--- src/rtl/player_mover_if.sv ---
// Player update interface between the frame controller, the mover, the
// sin/cos ROM and the map-grid read port.
//   slave  : the mover side (takes the request, drives ROM/grid addresses)
//   master : the environment side (frame controller, ROM and map grid)
// Signals:
//   start, cur_pos_x/y, cur_angle, key_*   request and sampled pose/keys
//   done, next_pos_x/y, next_angle         completion pulse and updated pose
//   trig_angle / trig_cos, trig_sin        ROM address / ROM data (1-cycle latency)
//   grid_x, grid_y / grid_out              grid address / cell contents (1-cycle latency)
interface player_mover_if #(
    parameter int unsigned POS_X_W    = 14,
    parameter int unsigned POS_Y_W    = 13,
    parameter int unsigned ANGLE_W    = 8,
    parameter int unsigned CELL_SHIFT = 8,
    parameter int unsigned TRIG_W     = 8
);
    logic                               start;
    logic                               done;
    logic        [POS_X_W-1:0]          cur_pos_x;
    logic        [POS_Y_W-1:0]          cur_pos_y;
    logic        [ANGLE_W-1:0]          cur_angle;
    logic                               key_fwd;
    logic                               key_back;
    logic                               key_left;
    logic                               key_right;
    logic                               key_strafe_l;
    logic                               key_strafe_r;
    logic        [POS_X_W-1:0]          next_pos_x;
    logic        [POS_Y_W-1:0]          next_pos_y;
    logic        [ANGLE_W-1:0]          next_angle;
    logic        [ANGLE_W-1:0]          trig_angle;
    logic signed [TRIG_W-1:0]           trig_cos;
    logic signed [TRIG_W-1:0]           trig_sin;
    logic        [POS_X_W-CELL_SHIFT-1:0] grid_x;
    logic        [POS_Y_W-CELL_SHIFT-1:0] grid_y;
    logic        [2:0]                  grid_out;

    modport slave (
        input  start, cur_pos_x, cur_pos_y, cur_angle,
        input  key_fwd, key_back, key_left, key_right, key_strafe_l, key_strafe_r,
        input  trig_cos, trig_sin, grid_out,
        output done, next_pos_x, next_pos_y, next_angle,
        output trig_angle, grid_x, grid_y
    );

    modport master (
        output start, cur_pos_x, cur_pos_y, cur_angle,
        output key_fwd, key_back, key_left, key_right, key_strafe_l, key_strafe_r,
        output trig_cos, trig_sin, grid_out,
        input  done, next_pos_x, next_pos_y, next_angle,
        input  trig_angle, grid_x, grid_y
    );
endinterface

--- src/rtl/player_mover.sv ---
// Player pose update: on start, samples pose and keys, turns, then moves
// forward/back and strafes along the new heading, sliding along walls
// (full move, else X-only, else Y-only, else stay).
// Ports:
//   clock  system clock, rising edge
//   reset  asynchronous, active-high
//   bus    player_mover_if.slave (request/pose, ROM port, grid port)
module player_mover #(
    parameter int unsigned POS_X_W    = 14,
    parameter int unsigned POS_Y_W    = 13,
    parameter int unsigned ANGLE_W    = 8,
    parameter int unsigned CELL_SHIFT = 8,
    parameter int unsigned TRIG_W     = 8,
    parameter int unsigned MOVE_STEP  = 16,
    parameter int unsigned TURN_STEP  = 2,
    parameter int unsigned INIT_X     = 0,
    parameter int unsigned INIT_Y     = 0,
    parameter int unsigned INIT_ANGLE = 0
) (
    input logic           clock,
    input logic           reset,
    player_mover_if.slave bus
);
    localparam int unsigned GX_W      = POS_X_W - CELL_SHIFT;
    localparam int unsigned GY_W      = POS_Y_W - CELL_SHIFT;
    // f*cos - s*sin spans +-2^TRIG_W, two guard bits cover it.
    localparam int unsigned SUM_W     = TRIG_W + 2;
    localparam int unsigned PROD_W    = SUM_W + 32;
    localparam int unsigned POS_MAX_W = (POS_X_W > POS_Y_W) ? POS_X_W : POS_Y_W;
    localparam int unsigned CAND_W    = ((PROD_W > POS_MAX_W) ? PROD_W : POS_MAX_W) + 1;
    localparam logic signed [PROD_W-1:0] STEP = PROD_W'(MOVE_STEP);

    typedef enum logic [3:0] {
        StIdle, StAngle, StTrigWait, StCalc, StXyReq, StXyChk,
        StXReq, StXChk, StYReq, StYChk, StDone
    } state_e;

    state_e                     state_q;
    logic        [POS_X_W-1:0]  pos_x_q;
    logic        [POS_Y_W-1:0]  pos_y_q;
    logic        [ANGLE_W-1:0]  angle_q;
    logic signed [1:0]          f_q, s_q;
    logic signed [TRIG_W-1:0]   cos_q, sin_q;
    logic        [POS_X_W-1:0]  cand_x_q;
    logic        [POS_Y_W-1:0]  cand_y_q;
    logic                       cand_x_ok_q, cand_y_ok_q;
    logic                       done_q;
    logic        [POS_X_W-1:0]  next_pos_x_q;
    logic        [POS_Y_W-1:0]  next_pos_y_q;
    logic        [ANGLE_W-1:0]  next_angle_q;
    logic        [ANGLE_W-1:0]  trig_angle_q;
    logic        [GX_W-1:0]     grid_x_q;
    logic        [GY_W-1:0]     grid_y_q;

    logic        [ANGLE_W-1:0]  turned_angle;
    logic signed [SUM_W-1:0]    cos_e, sin_e, sum_x, sum_y;
    logic signed [PROD_W-1:0]   dx, dy;
    logic signed [CAND_W-1:0]   cand_x_w, cand_y_w;
    logic        [POS_X_W-1:0]  cand_x;
    logic        [POS_Y_W-1:0]  cand_y;
    logic                       cand_x_ok, cand_y_ok;
    logic                       cell_free;

    function automatic logic signed [1:0] key_dir(input logic plus, input logic minus);
        case ({plus, minus})
            2'b10:   key_dir = 2'sb01;
            2'b01:   key_dir = 2'sb11;
            default: key_dir = 2'sb00;
        endcase
    endfunction

    function automatic logic signed [SUM_W-1:0] apply_dir(input logic signed [1:0] d,
                                                          input logic signed [SUM_W-1:0] v);
        case (d)
            2'sb01:  apply_dir = v;
            2'sb11:  apply_dir = -v;
            default: apply_dir = '0;
        endcase
    endfunction

    // Scale by MOVE_STEP and drop the trig fraction bits, rounding toward -inf.
    function automatic logic signed [PROD_W-1:0] scale(input logic signed [SUM_W-1:0] sum);
        logic signed [PROD_W-1:0] wide;
        wide  = $signed({{(PROD_W-SUM_W){sum[SUM_W-1]}}, sum});
        scale = (wide * STEP) >>> (TRIG_W - 1);
    endfunction

    always_comb begin
        turned_angle = bus.cur_angle;
        if (bus.key_right && !bus.key_left) begin
            turned_angle = bus.cur_angle + ANGLE_W'(TURN_STEP);
        end else if (bus.key_left && !bus.key_right) begin
            turned_angle = bus.cur_angle - ANGLE_W'(TURN_STEP);
        end
    end

    always_comb begin
        cos_e    = {{2{cos_q[TRIG_W-1]}}, cos_q};
        sin_e    = {{2{sin_q[TRIG_W-1]}}, sin_q};
        sum_x    = apply_dir(f_q, cos_e) - apply_dir(s_q, sin_e);
        sum_y    = apply_dir(f_q, sin_e) + apply_dir(s_q, cos_e);
        dx       = scale(sum_x);
        dy       = scale(sum_y);
        cand_x_w = $signed({{(CAND_W-POS_X_W){1'b0}}, pos_x_q})
                 + $signed({{(CAND_W-PROD_W){dx[PROD_W-1]}}, dx});
        cand_y_w = $signed({{(CAND_W-POS_Y_W){1'b0}}, pos_y_q})
                 + $signed({{(CAND_W-PROD_W){dy[PROD_W-1]}}, dy});
        // In range iff every bit above the position width is zero (not negative, < 2^W).
        cand_x_ok = (cand_x_w[CAND_W-1:POS_X_W] == '0);
        cand_y_ok = (cand_y_w[CAND_W-1:POS_Y_W] == '0);
        cand_x    = cand_x_w[POS_X_W-1:0];
        cand_y    = cand_y_w[POS_Y_W-1:0];
        cell_free = (bus.grid_out == '0);
    end

    always_ff @(posedge clock or posedge reset) begin
        if (reset) begin
            state_q      <= StIdle;
            pos_x_q      <= '0;
            pos_y_q      <= '0;
            angle_q      <= '0;
            f_q          <= '0;
            s_q          <= '0;
            cos_q        <= '0;
            sin_q        <= '0;
            cand_x_q     <= '0;
            cand_y_q     <= '0;
            cand_x_ok_q  <= 1'b0;
            cand_y_ok_q  <= 1'b0;
            done_q       <= 1'b0;
            next_pos_x_q <= POS_X_W'(INIT_X);
            next_pos_y_q <= POS_Y_W'(INIT_Y);
            next_angle_q <= ANGLE_W'(INIT_ANGLE);
            trig_angle_q <= '0;
            grid_x_q     <= '0;
            grid_y_q     <= '0;
        end else begin
            done_q <= 1'b0;
            case (state_q)
                StIdle: begin
                    if (bus.start) begin
                        pos_x_q      <= bus.cur_pos_x;
                        pos_y_q      <= bus.cur_pos_y;
                        f_q          <= key_dir(bus.key_fwd, bus.key_back);
                        s_q          <= key_dir(bus.key_strafe_r, bus.key_strafe_l);
                        angle_q      <= turned_angle;
                        trig_angle_q <= turned_angle;
                        state_q      <= StAngle;
                    end
                end
                StAngle: begin
                    if (f_q == 2'sb00 && s_q == 2'sb00) begin
                        next_pos_x_q <= pos_x_q;
                        next_pos_y_q <= pos_y_q;
                        next_angle_q <= angle_q;
                        done_q       <= 1'b1;
                        state_q      <= StDone;
                    end else begin
                        state_q <= StTrigWait;
                    end
                end
                StTrigWait: begin
                    cos_q   <= bus.trig_cos;
                    sin_q   <= bus.trig_sin;
                    state_q <= StCalc;
                end
                StCalc: begin
                    cand_x_q    <= cand_x;
                    cand_y_q    <= cand_y;
                    cand_x_ok_q <= cand_x_ok;
                    cand_y_ok_q <= cand_y_ok;
                    grid_x_q    <= cand_x[POS_X_W-1:CELL_SHIFT];
                    grid_y_q    <= cand_y[POS_Y_W-1:CELL_SHIFT];
                    state_q     <= StXyReq;
                end
                StXyReq: state_q <= StXyChk;
                StXyChk: begin
                    if (cell_free && cand_x_ok_q && cand_y_ok_q) begin
                        next_pos_x_q <= cand_x_q;
                        next_pos_y_q <= cand_y_q;
                        next_angle_q <= angle_q;
                        done_q       <= 1'b1;
                        state_q      <= StDone;
                    end else begin
                        grid_x_q <= cand_x_q[POS_X_W-1:CELL_SHIFT];
                        grid_y_q <= pos_y_q[POS_Y_W-1:CELL_SHIFT];
                        state_q  <= StXReq;
                    end
                end
                StXReq: state_q <= StXChk;
                StXChk: begin
                    if (cell_free && cand_x_ok_q) begin
                        next_pos_x_q <= cand_x_q;
                        next_pos_y_q <= pos_y_q;
                        next_angle_q <= angle_q;
                        done_q       <= 1'b1;
                        state_q      <= StDone;
                    end else begin
                        grid_x_q <= pos_x_q[POS_X_W-1:CELL_SHIFT];
                        grid_y_q <= cand_y_q[POS_Y_W-1:CELL_SHIFT];
                        state_q  <= StYReq;
                    end
                end
                StYReq: state_q <= StYChk;
                StYChk: begin
                    next_pos_x_q <= pos_x_q;
                    next_pos_y_q <= (cell_free && cand_y_ok_q) ? cand_y_q : pos_y_q;
                    next_angle_q <= angle_q;
                    done_q       <= 1'b1;
                    state_q      <= StDone;
                end
                StDone:  state_q <= StIdle;
                default: state_q <= StIdle;
            endcase
        end
    end

    assign bus.done       = done_q;
    assign bus.next_pos_x = next_pos_x_q;
    assign bus.next_pos_y = next_pos_y_q;
    assign bus.next_angle = next_angle_q;
    assign bus.trig_angle = trig_angle_q;
    assign bus.grid_x     = grid_x_q;
    assign bus.grid_y     = grid_y_q;
endmodule

--- src/flat_wrapper.sv ---
// flat-port wrapper written by rule: the top's interface ports become plain ports
module player_mover_flat 
#(
    parameter int unsigned POS_X_W    = 14,
    parameter int unsigned POS_Y_W    = 13,
    parameter int unsigned ANGLE_W    = 8,
    parameter int unsigned CELL_SHIFT = 8,
    parameter int unsigned TRIG_W     = 8,
    parameter int unsigned MOVE_STEP  = 16,
    parameter int unsigned TURN_STEP  = 2,
    parameter int unsigned INIT_X     = 0,
    parameter int unsigned INIT_Y     = 0,
    parameter int unsigned INIT_ANGLE = 0
)
  (clock, reset, bus_start, bus_cur_pos_x, bus_cur_pos_y, bus_cur_angle, bus_key_fwd, bus_key_back, bus_key_left, bus_key_right, bus_key_strafe_l, bus_key_strafe_r, bus_trig_cos, bus_trig_sin, bus_grid_out, bus_done, bus_next_pos_x, bus_next_pos_y, bus_next_angle, bus_trig_angle, bus_grid_x, bus_grid_y);
  player_mover_if #(.POS_X_W(POS_X_W), .POS_Y_W(POS_Y_W), .ANGLE_W(ANGLE_W), .CELL_SHIFT(CELL_SHIFT), .TRIG_W(TRIG_W)) bus_i ();
  input logic clock;
  input logic reset;
  input wire logic [$bits(bus_i.start)-1:0] bus_start;
  input wire logic [$bits(bus_i.cur_pos_x)-1:0] bus_cur_pos_x;
  input wire logic [$bits(bus_i.cur_pos_y)-1:0] bus_cur_pos_y;
  input wire logic [$bits(bus_i.cur_angle)-1:0] bus_cur_angle;
  input wire logic [$bits(bus_i.key_fwd)-1:0] bus_key_fwd;
  input wire logic [$bits(bus_i.key_back)-1:0] bus_key_back;
  input wire logic [$bits(bus_i.key_left)-1:0] bus_key_left;
  input wire logic [$bits(bus_i.key_right)-1:0] bus_key_right;
  input wire logic [$bits(bus_i.key_strafe_l)-1:0] bus_key_strafe_l;
  input wire logic [$bits(bus_i.key_strafe_r)-1:0] bus_key_strafe_r;
  input wire logic [$bits(bus_i.trig_cos)-1:0] bus_trig_cos;
  input wire logic [$bits(bus_i.trig_sin)-1:0] bus_trig_sin;
  input wire logic [$bits(bus_i.grid_out)-1:0] bus_grid_out;
  output wire logic [$bits(bus_i.done)-1:0] bus_done;
  output wire logic [$bits(bus_i.next_pos_x)-1:0] bus_next_pos_x;
  output wire logic [$bits(bus_i.next_pos_y)-1:0] bus_next_pos_y;
  output wire logic [$bits(bus_i.next_angle)-1:0] bus_next_angle;
  output wire logic [$bits(bus_i.trig_angle)-1:0] bus_trig_angle;
  output wire logic [$bits(bus_i.grid_x)-1:0] bus_grid_x;
  output wire logic [$bits(bus_i.grid_y)-1:0] bus_grid_y;
  assign bus_i.start = bus_start;
  assign bus_i.cur_pos_x = bus_cur_pos_x;
  assign bus_i.cur_pos_y = bus_cur_pos_y;
  assign bus_i.cur_angle = bus_cur_angle;
  assign bus_i.key_fwd = bus_key_fwd;
  assign bus_i.key_back = bus_key_back;
  assign bus_i.key_left = bus_key_left;
  assign bus_i.key_right = bus_key_right;
  assign bus_i.key_strafe_l = bus_key_strafe_l;
  assign bus_i.key_strafe_r = bus_key_strafe_r;
  assign bus_i.trig_cos = bus_trig_cos;
  assign bus_i.trig_sin = bus_trig_sin;
  assign bus_i.grid_out = bus_grid_out;
  assign bus_done = bus_i.done;
  assign bus_next_pos_x = bus_i.next_pos_x;
  assign bus_next_pos_y = bus_i.next_pos_y;
  assign bus_next_angle = bus_i.next_angle;
  assign bus_trig_angle = bus_i.trig_angle;
  assign bus_grid_x = bus_i.grid_x;
  assign bus_grid_y = bus_i.grid_y;
  player_mover #(.POS_X_W(POS_X_W), .POS_Y_W(POS_Y_W), .ANGLE_W(ANGLE_W), .CELL_SHIFT(CELL_SHIFT), .TRIG_W(TRIG_W), .MOVE_STEP(MOVE_STEP), .TURN_STEP(TURN_STEP), .INIT_X(INIT_X), .INIT_Y(INIT_Y), .INIT_ANGLE(INIT_ANGLE)) u_core (.clock(clock), .reset(reset), .bus(bus_i));
endmodule
--- config.mk ---
export PLATFORM = sky130hd
export DESIGN_NAME = player_mover_flat
export DESIGN_NICKNAME = d
export VERILOG_FILES = /design/src/rtl/player_mover_if.sv /design/src/rtl/player_mover.sv /design/src/flat_wrapper.sv
export SDC_FILE = /design/constraint.sdc
export NUM_CORES = 1
export LEC_CHECK = 0
export CAP_MARGIN = 25
export CELL_PAD_IN_SITES_DETAIL_PLACEMENT = 0
export CELL_PAD_IN_SITES_GLOBAL_PLACEMENT = 1
export CORE_AREA = 2 2 138 140
export DETAILED_ROUTE_END_ITERATION = 7
export DIE_AREA = 0 0 140 142
export PLACE_DENSITY = 0.95
export SETUP_SLACK_MARGIN = 0.2
export SKIP_CTS_REPAIR_TIMING = 1
export SYNTH_ARGS = -nofsm -noshare
export SYNTH_HDL_FRONTEND = slang
export SYNTH_SLANG_ARGS = --single-unit
--- constraint.sdc ---
create_clock -name clock -period 13.1 [get_ports clock]
set_input_delay 1.31 -clock clock [delete_from_list [all_inputs] [get_ports clock]]
set_output_delay 1.31 -clock clock [all_outputs]
set_load 0.01 [all_outputs]
==> metrics.txt, run 1 <==
status finished, violations left; H-tree depth 4; Synth Area in XOR/XNOR 0.0611; IO Count 118; RSZ-0062 raised after global routing no; IO buf count 117; flop-to-flop setup slack 7.65 ns; num rows 50; adder-cell share of the synthesized area 0.0847; Worst path depth 17; Netlist cell types 57; largest stage delay on the critical path 0.83 ns; Multi-input gate area 0.00471 mm^2; total CTS buffers 17; DIE AREA 0.0199 mm^2; Layout Utilization 0.558; Critical Path End Type flip-flop; ys flop type dfrtp_1; critical path's slowest cell o41ai_1; CTS root buffer clkbuf_16; core area 0.0185 mm^2; hold path start u_core.cand_x_q[0]; leading area contributor after synthesis dfrtp_1; first-pass GRT wire length 32,100 um; reg2reg end u_core.cand_y_ok_q; Tcrit/Tclk final 0.416; aggregate global-route resource usage 0.201; DRT iter0 DRCs 524; Synth warnings 0; wire per inst 15.7 um; Synth area leaders dfrtp_1 41%, ha_1 8.0%, mux2_2 6.8%; Hold Worst Slack 0.474 ns; Post-Synth Simple-Gate Area 0.159; top-count cell post-synth dfrtp_1; starting density of the core 0.450; filler-free cell count of the finished design 1,225; Synth Register Bits 135; FF-to-FF Start u_core.s_q[1]; Hold EP u_core.cand_x_q[0]; Routed Antenna Nets 0; Setup CP Type flip-flop to flip-flop; Mapped Area 0.00830 mm^2; Gate Count Post-Synth 880; hold path depth 2; crit path DAT 5.72 ns; required time worst endpoint 13.38 ns; Crit Path Max Fanout 23; placed insts 1,194; Max clock buf depth 2; vias per cell 5.47; Crit path max-delay family compound AO/OA/AOI/OAI gates; Antenna Cells 0; share of layout cells above drive strength 1 0.105; initial antenna violation count 0; register area 0.00338 mm^2; chip width 140 um; worst hold path class flip-flop to flip-flop; post-synthesis compound-gate area fraction 0.150; final hold viol count 0; FMAX 0.184 GHz; largest family of logic cells by synthesized area simple AND/OR/NAND/NOR gates; total wire length 19,300 um; hpwl dp 13,600 um; sequential element share of the synthesized area 0.407; Final Max Tran Viols 0; Fin Clk Skew 0.0104 ns; Yosys top cell area share 0.407; violated checks DRC; # nets final 1,097; Slew Limit Headroom 0.384; Fillers 1,638; gpl congestion 0.901; setup TNS 0 ns; worst-case reg-to-reg path depth 17; routed via count 6,695; Setup-failing EPs final 0; Area Growth Syn to Fin 24.1%; Synth top cells by count 135 x dfrtp_1, 109 x nand2_1, 70 x nor2_1; CP Launch Type flip-flop; drc violations 8; gr ovfl total 0; clock slew at reported path FFs 0.06 ns; syn_area_per_cell 9.43 um^2; Sink Count 135; CP Cell Sequence nand2b_1 > xnor2_1 > and2_1 > ha_1 > nand4_1 > o211ai_1 > o41a_1 > and4_1 > a2111oi_2 > xnor2_1 > ha_1 > a2111oi_0 > o41ai_1 > a211oi_1 > and2_1 > mux2i_1 > o21ai_1; 1st-pass router iterations 8; CTS tree yes; post-synthesis mux area share 0.110; Worst-Skew Late Latency 0.43 ns; crit path buf inv count 0; max-cap violation count 0; Worst-Margin Slew 0.921 ns; pin count of the biggest net entering global routing 73; share of synthesized flip-flops with an asynchronous set or reset 1.00; Die Span Y 142 um; vias in the first global route 6,547; Synth Net Count 998; Post-synth EDFFs 0; post-route minimum period 5.45 ns
layout by cell type (no fill, tap or decap), drive strengths merged, types with 13 or more instances in the layout:
| master | synthesis | routed |
|---|---|---|
| a211oi | 13 | 13 |
| a21oi | 67 | 67 |
| and2 | 18 | 18 |
| clkbuf | 38 | 20 |
| clkdlybuf4s50 | 0 | 117 |
| dfrtp | 135 | 135 |
| ha | 53 | 53 |
| inv | 20 | 20 |
| mux2 | 50 | 50 |
| mux2i | 35 | 35 |
| nand2 | 109 | 109 |
| nor2 | 70 | 70 |
| nor3 | 18 | 18 |
| o21ai | 71 | 71 |
| xnor2 | 41 | 41 |
| xor2 | 16 | 16 |
logic make-up (layout without fill, tap and decap cells):
kind of cell	count (synthesis)	after routing
and+or+nand+nor	284	284
AOI/OAI and AO/OA	202	202
DFF	135	135
muxes	85	85
buffers and inverters	62	173
xor gates and xnor gates	57	57
adders and majority gates	55	55
sequential cells by signal, summed over array words and instances, names as in the netlist, 2 cells and up:
signal and flops:
u_core.bus.next_pos_x 14, u_core.cand_x_q 14, u_core.bus.grid_y 5, u_core.bus.grid_x 6
u_core.state_q 4, u_core.sin_q 8, u_core.bus.next_pos_y 13, u_core.cand_y_q 13
u_core.angle_q 8, u_core.pos_y_q 13, u_core.pos_x_q 14, u_core.f_q 2
u_core.cos_q 8, u_core.bus.next_angle 8, u_core.s_q 2
worst max-delay path by stage:
stage / startpoint / slack, ns / endpoint
2_1_floorplan: reset / 8.18 / u_core.angle_q[0]
4_1_cts: u_core.s_q[1] / 7.70 / u_core.cand_y_ok_q
3_5_place_dp: u_core.s_q[1] / 7.76 / u_core.cand_y_ok_q
5_1_grt: u_core.s_q[1] / 7.22 / u_core.cand_y_ok_q
6_report: u_core.s_q[1] / 7.65 / u_core.cand_y_ok_q
3_3_place_gp: u_core.s_q[1] / 8.09 / u_core.cand_y_ok_q
per-layer routing:
| metal | up-vias | part of all wire | track usage |
|---|---|---|---|
| met2 | 169 | 0.47 | 0.330 |
| li1 | 3302 | - | - |
| met4 | 0 | 0.019 | 0.0734 |
| met1 | 3199 | 0.46 | 0.263 |
| met5 | - | 0 | 0 |
| met3 | 25 | 0.049 | 0.0451 |
final cells by class:
cell class,instances,area share
multi-input cells,683,0.457
flip-flops and latches,135,0.328
repair buffers,122,0.117
clock buffers,20,0.0443
well taps,234,0.0284
clock inverters,11,0.0169
inverters,20,0.00778
metrics by stage:
stage | cell area, um^2 | setup WS (ns)
after floorplan | 8300 | 8.18
after global placement | 9670 | 8.09
after detailed placement | 9670 | 7.76
after CTS | 10300 | 7.70
after global routing | 10300 | 7.22
final | 10300 | 7.65
tightest hold or removal path: cells and delay by family (launching register included):
kind             cells  cell delay (ns)
AND/OR/NAND/NOR      2             0.11
flip-flops           1             0.34
Power of run 1 is left out: the tool's default activity adds up to more than one toggle a clock period on the data nets, which glitch-free logic cannot reach.
==> run 2, diff against run 1 <==
--- a/config.mk
+++ b/config.mk
@@ -8,10 +8,10 @@
 export CAP_MARGIN = 25
 export CELL_PAD_IN_SITES_DETAIL_PLACEMENT = 0
 export CELL_PAD_IN_SITES_GLOBAL_PLACEMENT = 1
-export CORE_AREA = 2 2 138 140
+export CORE_AREA = 2 2 142 144
 export DETAILED_ROUTE_END_ITERATION = 7
-export DIE_AREA = 0 0 140 142
-export PLACE_DENSITY = 0.95
+export DIE_AREA = 0 0 144 146
+export PLACE_DENSITY = 0.91
 export SETUP_SLACK_MARGIN = 0.2
 export SKIP_CTS_REPAIR_TIMING = 1
 export SYNTH_ARGS = -nofsm -noshare
==> constraint.sdc (replaced) <==
create_clock -name clock -period 5.1 [get_ports clock]
set_input_delay 0.51 -clock clock [delete_from_list [all_inputs] [get_ports clock]]
set_output_delay 0.51 -clock clock [all_outputs]
set_load 0.01 [all_outputs]
==> run 2 against run 1 <==
  * The flow now finishes without violations
  * Sequential share of layout area shrank 1.3 points
  * Clock skew shrank 0.0033 ns
  * Wire length grew 2.3%
  * Worst hold slack gained 0.0040 ns
  * Critical endpoint is now u_core.bus.grid_y[1]
==> metrics.txt, run 2 (synthesized netlist as in run 1, its figures left out) <==
status finished, final reports clean; RSZ-0062 raised after global routing no; gr ovfl total 0; Hold Worst Slack 0.478 ns; Layout Utilization 0.555; Slew Limit Headroom 0.367; worst hold path class flip-flop to flip-flop; Critical Path Most Common Cell or4_4; crit path DAT 4.94 ns; first-pass GRT wire length 32,300 um; largest stage delay on the critical path 0.56 ns; Fillers 1,721; Area Growth Syn to Fin 29.3%; Crit Path Max Fanout 5; Final Max Tran Viols 0; aggregate global-route resource usage 0.192; max-cap violation count 0; pin count of the biggest net entering global routing 61; IO buf count 117; Tcrit/Tclk final 0.918; Max clock buf depth 2; chip width 144 um; Die Span Y 146 um; DRT iter0 DRCs 383; CP Launch Type flip-flop; Routed Antenna Nets 0; share of layout cells above drive strength 1 0.154; total wire length 19,700 um; CTS tree yes; hpwl dp 13,600 um; initial antenna violation count 0; vias in the first global route 6,714; FMAX 0.214 GHz; required time worst endpoint 5.36 ns; Antenna Cells 0; routed via count 6,691; Setup-failing EPs final 0; drc violations 0; num rows 51; IO Count 118; wire per inst 15.6 um; most common cell after layout, fill and taps aside dfrtp_1; Crit path max-delay family simple AND/OR/NAND/NOR gates; total CTS buffers 17; Worst-Skew Late Latency 0.42 ns; core area 0.0193 mm^2; Sink Count 135; DIE AREA 0.0210 mm^2; Critical Path End Type flip-flop; Setup CP Type flip-flop to flip-flop; final instance area 0.0107 mm^2; clock slew at reported path FFs 0.06 ns; starting density of the core 0.429; setup TNS 0 ns; Placement Cell Area 0.00975 mm^2; CTS root buffer clkbuf_16; CP Cell Sequence or4_4 > or4_4 > and3_4 > o21a_1 > ha_1 > and3_1 > a2111oi_4 > xnor2_4 > buf_6 > ha_4 > nand2_1 > o41ai_4 > o21ai_0 > nand3_1 > o311ai_0; Fin Clk Skew 0.00713 ns; # nets final 1,109; most frequent cells in the layout 133 x dfrtp_1, 117 x clkdlybuf4s50_1, 108 x nand2_1, 70 x nor2_1, 64 x o21ai_0; gpl congestion 0.890; 1st-pass router iterations 5; final hold viol count 0; Worst-Margin Slew 0.947 ns; vias per cell 5.28; critical path's slowest cell or4_4; crit path buf inv count 1; post-route minimum period 4.68 ns; H-tree depth 4
==> run 2: cell types whose count changed in the layout (fill, tap and decap cells not counted), sizes merged <==
cell,change
buf,+12
bufinv,+1
clkbuf,-2
clkinvlp,+1
==> run 2: path summary, 6_finish.rpt <==
| check | startpoint | end | slack (ns) | cells after the start |
|---|---|---|---|---|
| setup / recovery | u_core.cos_q[0] | u_core.bus.grid_y[1] | 0.42 | 15 |
| hold / removal | u_core.bus.grid_x[3] | u_core.bus.grid_x[3] | 0.48 | 1 |
| setup reg to reg | u_core.cos_q[0] | u_core.bus.grid_y[1] | 0.42 | 15 |
| hold reg to reg | u_core.bus.grid_x[3] | u_core.bus.grid_x[3] | 0.48 | 1 |
| max in group asynchronous | reset | u_core.pos_y_q[8] | 3.59 | 3 |
| min in group asynchronous | reset | u_core.bus.next_pos_x[4] | 0.52 | 2 |
==> run 2: metrics by stage <==
| stage | instances | setup slack [ns] |
|---|---|---|
| 2_1_floorplan | 880 | 0.304 |
| 3_3_place_gp | 1229 | 0.321 |
| 3_5_place_dp | 1229 | 0.203 |
| 4_1_cts | 1260 | 0.136 |
| 5_1_grt | 1268 | 0.177 |
| 6_report | 1268 | 0.420 |
==> run 2: metal layers <==
metal  up-vias  track usage  wire (um)
met4         0       0.0583        208
li1       3315            -          -
met1      3211        0.254       8900
met2       147        0.315       9660
met5         -            0          0
met3        18       0.0424        955
==> run 2: final cells by class <==
cell class | instances | area, um^2 | area share
multi-input combinational | 683 | 4980 | 0.464
clock inverter | 13 | 204 | 0.0190
timing repair buffer | 134 | 1320 | 0.123
sequential | 135 | 3380 | 0.315
clock buffer | 18 | 439 | 0.0409
tap | 265 | 332 | 0.0309
inverter | 20 | 80.1 | 0.00746
==> run 2: worst register-to-register path: stages, from the launching register on <==
cell and delay, ns:
dfrtp_1 0.42, or4_4 0.56, or4_4 0.46, and3_4 0.21, o21a_1 0.17, ha_1 0.33
and3_1 0.22, a2111oi_4 0.41, xnor2_4 0.19, buf_6 0.19, ha_4 0.28, nand2_1 0.11
o41ai_4 0.45, o21ai_0 0.24, nand3_1 0.16, o311ai_0 0.13
Power of run 2 is left out for the same reason.
==> run 3, diff against run 2 <==
--- a/config.mk
+++ b/config.mk
@@ -14,6 +14,7 @@
 export PLACE_DENSITY = 0.91
 export SETUP_SLACK_MARGIN = 0.2
 export SKIP_CTS_REPAIR_TIMING = 1
+export SLEW_MARGIN = 30
 export SYNTH_ARGS = -nofsm -noshare
 export SYNTH_HDL_FRONTEND = slang
 export SYNTH_SLANG_ARGS = --single-unit
==> results of run 3 <==
Final layout, timing and power as in run 2 (identical DEF).
Power of run 3 is left out for the same reason.
